===== config.mk =====
export PLATFORM = sky130hd
export DESIGN_NAME = instruction_fetch_unit
export DESIGN_NICKNAME = d
export VERILOG_FILES = /design/src/rtl/instruction_fetch_unit.sv
export SDC_FILE = /design/constraint.sdc
export NUM_CORES = 1
export LEC_CHECK = 0
export ABC_AREA = 1
export ABC_CLOCK_PERIOD_IN_PS = 1900
export CAP_MARGIN = 20
export CORE_ASPECT_RATIO = 1.2
export CORE_MARGIN = 5
export CORE_UTILIZATION = 47
export DETAILED_ROUTE_END_ITERATION = 7
export PLACE_DENSITY = 0.89
export SETUP_SLACK_MARGIN = 0.02
export SYNTH_ARGS = -nofsm -noshare
export SYNTH_HDL_FRONTEND = slang
export SYNTH_SLANG_ARGS = --single-unit

===== constraint.sdc =====
create_clock -name clk -period 1.9 [get_ports clk]
set_clock_uncertainty 0.2 [all_clocks]
set_input_delay 0.38 -clock clk [delete_from_list [all_inputs] [get_ports clk]]
set_output_delay 0.38 -clock clk [all_outputs]
set_load 0.01 [all_outputs]

===== src/rtl/instruction_fetch_unit.sv =====
// rtl/instruction_fetch_unit.sv - MIPS fetch stage: PC, ROM addressing and IF/ID register
module instruction_fetch_unit #(
    parameter int                    DATA_WIDTH   = 32,
    parameter int                    MEMORY_DEPTH = 32,
    parameter logic [DATA_WIDTH-1:0] PC_RESET     = 32'h0000_0000,
    parameter logic [DATA_WIDTH-1:0] NOP_WORD     = 32'h0000_0000
) (
    input  logic                  clk,
    input  logic                  reset,
    output logic [DATA_WIDTH-1:0] pc_o,
    input  logic [DATA_WIDTH-1:0] instruction_i,
    input  logic                  stall_i,
    input  logic                  redirect_i,
    input  logic [DATA_WIDTH-1:0] redirect_target_i,
    output logic [DATA_WIDTH-1:0] if_id_instruction_o,
    output logic [DATA_WIDTH-1:0] if_id_pc_plus4_o,
    output logic                  if_id_valid_o,
    output logic                  misaligned_o,
    output logic                  range_err_o,
    output logic [31:0]           fetch_count_o
);

    logic [DATA_WIDTH-1:0] pc_q, pc_d;
    logic [DATA_WIDTH-1:0] instr_q, instr_d;
    logic [DATA_WIDTH-1:0] pc4_q, pc4_d;
    logic                  valid_q, valid_d;
    logic                  mis_q, mis_d;
    logic [31:0]           cnt_q, cnt_d;

    logic [DATA_WIDTH-1:0] pc_plus4;
    logic [DATA_WIDTH-1:0] target_aligned;

    // Modulo-2^DATA_WIDTH increment; the top word wraps to address 0.
    assign pc_plus4       = pc_q + DATA_WIDTH'(4);
    assign target_aligned = {redirect_target_i[DATA_WIDTH-1:2], 2'b00};

    // Next-state selection with priority redirect > stall > advance.
    always_comb begin
        pc_d    = pc_q;
        instr_d = instr_q;
        pc4_d   = pc4_q;
        valid_d = valid_q;
        mis_d   = mis_q;
        cnt_d   = cnt_q;
        if (redirect_i) begin
            // The instruction fetched this cycle is on the wrong path: squash it.
            pc_d    = target_aligned;
            instr_d = NOP_WORD;
            valid_d = 1'b0;
            if (redirect_target_i[1:0] != 2'b00) begin
                mis_d = 1'b1;
            end
        end else if (!stall_i) begin
            pc_d    = pc_plus4;
            instr_d = instruction_i;
            pc4_d   = pc_plus4;
            valid_d = 1'b1;
            cnt_d   = cnt_q + 32'd1;
        end
    end

    // State registers with asynchronous active-low reset.
    always_ff @(posedge clk or negedge reset) begin
        if (!reset) begin
            pc_q    <= PC_RESET;
            instr_q <= NOP_WORD;
            pc4_q   <= '0;
            valid_q <= 1'b0;
            mis_q   <= 1'b0;
            cnt_q   <= 32'd0;
        end else begin
            pc_q    <= pc_d;
            instr_q <= instr_d;
            pc4_q   <= pc4_d;
            valid_q <= valid_d;
            mis_q   <= mis_d;
            cnt_q   <= cnt_d;
        end
    end

    assign pc_o                = pc_q;
    assign if_id_instruction_o = instr_q;
    assign if_id_pc_plus4_o    = pc4_q;
    assign if_id_valid_o       = valid_q;
    assign misaligned_o        = mis_q;
    assign fetch_count_o       = cnt_q;

    // Status only: fetch is not blocked when the PC leaves the ROM.
    assign range_err_o = (pc_q >> 2) >= DATA_WIDTH'(MEMORY_DEPTH);

endmodule


==> results.env <==
SYNTH.YOSYS.SEQ_AREA_SHARE_PCT=50.82
NUMPORTBUFFERS=194
YOSYS_WARNING_COUNT=0
CRITICAL_PATH.STARTPOINT_TYPE='flop'
DRT_PRE_ANTENNA_ITERS=5
MAX-CLOCK-PATH-BUFFERS=2
TIMING.FMAX_MHz=453.5
SYNTH_AREA_UM2=6205
REQ_TIME_CRIT_PATH_NS=1.32
PLACEMENT.SETUP.WORST_SLACK_NS=-0.2337
CLK_PIN_SLEW_WORST_PATHS_NS=0.06
NUMBER_OF_LIBRARY_CELL_TYPES_MAPPED_BY_SYNTHESIS=31
CTS-BUFFERS-INSERTED=17
TIMING.FINAL.CRIT_PERIOD_NS=2.205
SYNTHARSTFLOPSHARE_PCT=100.0
ARRIVAL_NS=1.63
FINISH.NET_COUNT=1105
WIRE_PER_INST_UM=17.50
CRIT_TYPE='flop to output pin'
FLOORPLAN.DIE.HEIGHT_UM=135.9
CHIPWIDTH_UM=114.9
PLACEDINSTANCEAREA_UM2=8795
MAXCAPVIOLCOUNT=0
CTSHTREEMAXLEVEL=4
VIOLATIONS='setup timing'
PLACEDCELLCOUNT=1166
RR_WORST_DEPTH=8
FINALCRITPERIODSHARE_PCT=116.1
DESIGN.PORTCOUNT=199
POSTROUTEANTENNANETS=0
FLOORPLAN.DIE_AREA_UM2=15610
SYNTHESIS.INSTANCES=760
TIMING.FINAL.MAX_SLEW_VIOLATIONS=0
HOLD_PATH_CLASS='primary input to async pin'
DETAILED_PLACE_HPWL_UM=14760
MULTI_INPUT_AREA_UM2=2759
CRITICAL_PATH.REG2REG.STARTPOINT='pc_o[18]'
DESIGN_AREA_UM2=9554
WORSTSETUPENDPOINTTYPE='output pin'
LAYOUT-AREA-OVERHEAD-VS-SYNTH_PCT=53.98
OUTCOME='complete, but fails checks'
GLOBALPLACE.CONGESTION=1.043
GRT_PASS1_WL_UM=33390
GRT-OVFL-TOTAL=0
CLK_LATENCY_NS=0.41
POST-ROUTE-WORST-SETUP-SLACK_NS=-0.3051
CLOCK_SINKS=126
WORSTSETUPSTARTPOINT='pc_o[29]'
HOLD_VIOLATIONS=0
POWER-PER-CELL-AREA_nW_PER_UM2=846.6
DRC=0
NUM_ANTENNA_CELLS=0
DRIVE_ABOVE_1_SHARE_PCT=17.10
FP-ROW-COUNT=46
FINALWIRELENGTH_UM=21260
ANTENNA_FOUND_INITIAL=0
PEAKVDDDROP_mV=0.4866
POST_SYNTH_EDFFS=0
VIA_COUNT_OF_THE_FIRST_GLOBAL_ROUTING_PASS=6677
POST_LAYOUT_UTILIZATION_OF_THE_CORE_PCT=73.13
NUM-FILL-CELLS=941
GRT_MAX_DEGREE=42
TRITONCTS='yes'
REPORT.FINAL.SETUP_VIOL=1
SETUP.REG_TO_REG.WORST_SLACK_NS=0.01
SYN-MEAN-INSTANCE-AREA_UM2=8.164
GRT_SETUP_UNREPAIRED='yes'
NON_FILLER_INSTANCES=1215
AREA_OCCUPIED_BY_REGISTERS_UM2=3172
POSTSYNTH.TOPFLOPCELL='dfrtp_1'
ROUTED_VIA_DENSITY=5.421
SETUP-TNS-FINAL_NS=-0.3051
YS_FF_LATCH=126
DRT-INITIAL-DRC-COUNT=606
POWER.LEAKAGE_nW=5.053
ROUTE.VIAS.TOTAL=6587
TOTAL_GLOBAL_ROUTE_TRACK_USAGE_PCT=27.12
CLOCKROOTBUFFER='clkbuf_16'
INITIAL_CORE_UTIL_PCT=47.49
PLACEABLECOREAREA_UM2=13070
WORSTREG2REGEND='pc_o[29]'
CP_MAX_FO=2
==> placed cells by master (no fill, tap or decap), types with 3 or more instances in the layout <==
cell type,instances
o211ai_1,4
buf_6,7
bufinv_16,3
nand4_1,15
dfrtp_1,111
dfrtp_2,15
buf_4,72
nor2_1,44
nand2_1,264
clkbuf_16,17
dlygate4sd2_1,111
nand3_1,64
o21bai_1,5
conb_1,4
clkinv_4,3
dlymetal6s2s_1,10
nand3_2,6
clkinv_2,3
nand2_2,7
inv_1,70
nor2_2,7
xnor2_1,12
o21ai_0,12
clkdlybuf4s50_1,68
nor2_4,16
buf_12,6
xor2_1,9
nor3_1,7
nand3b_1,3
a22o_1,32
inv_2,8
o21ai_1,11
clkbuf_1,4
==> registers in the layout, summed over array words and instances (netlist names) <==
register and cells:
fetch_count_o 32, if_id_valid_o 1, if_id_instruction_o 32, pc_o 30, if_id_pc_plus4_o 30, misaligned_o 1
==> kinds of logic (layout without fill, tap and decap cells) <==
kind of cell	after synthesis	in the layout	synth area share (%)
AOI/OAI and AO/OA	67	67	7.743
xor gates and xnor gates	21	21	2.964
adders and majority gates	3	3	0.6050
buffers and inverters	101	385	6.755
DFF	126	126	50.82
other	1	4	0.06044
and+or+nand+nor	441	441	31.05
==> repair_timing <==
action | 4_1_cts | 5_1_grt
pin swaps | 2 | 5
setup buffers | 13 | 5
hold buffers | 1 | 0
endpoints found under the setup margin | 119 | 54
resized for setup | 147 | 43
endpoints found under the hold margin | 22 | 0
==> Yosys cell counts (all sizes together), types with 9 or more instances <==
master,count,area (um2)
buf,14,92.59
xor2,9,78.83
inv,78,292.8
nand3,70,350.3
xnor2,12,105.1
a22o,32,280.3
nand4,15,93.84
nand2,273,1050
o21ai,23,115.1
nor2,68,344.1
dfrtp,126,3153
clkbuf,9,33.78
==> routing by layer <==
layer	vias to the layer above	wire length, um	GRT usage (%)
met2	406	10480	45.62
met4	0	1056	12.79
met1	3090	7591	32.01
met5	-	0	0
met3	97	2130	7.391
li1	2994	-	-
==> report_power, final <==
part / internal (mW) / switching [mW] / leakage [nW] / total [mW]
Combinational: 0.771 / 0.847 / 3.18 / 1.62
Clock: 2.10 / 1.21 / 0.288 / 3.31
Sequential: 2.95 / 0.214 / 1.59 / 3.16
==> how the worst max path moves through the flow <==
| stage | endpoint | slack, ns | cells after the start |
|---|---|---|---|
| detailed placement | range_err_o | -0.23 | 6 |
| CTS | range_err_o | -0.38 | 6 |
| finish | range_err_o | -0.31 | 6 |
| global route | range_err_o | -0.35 | 6 |
| floorplan | if_id_pc_plus4_o[26] | 0.26 | 8 |
| global placement | range_err_o | -0.18 | 6 |
==> worst max-delay path: stages, from the launching register on <==
cell,delay [ns]
dfrtp_1,0.41
inv_2,0.08
nand4_1,0.10
nor4_2,0.23
buf_4,0.17
nand3_2,0.08
buf_6,0.14
==> cell type report <==
type / instances / share of cell area [%]
timing repair buffer: 275 / 26.45
sequential: 126 / 33.20
inverter: 78 / 3.064
clock inverter: 10 / 1.454
multi-input combinational: 536 / 28.88
clock buffer: 22 / 4.754
tap: 168 / 2.200
==> metrics by stage <==
stage,power [mW],hold WS (ns)
after floorplan,3.822,-0.1156
after global placement,4.882,0.1286
after detailed placement,4.914,0.1319
after CTS,8.058,0.2490
after global routing,8.418,0.2641
final,8.089,0.2394
(Power assumes the default switching activity.)
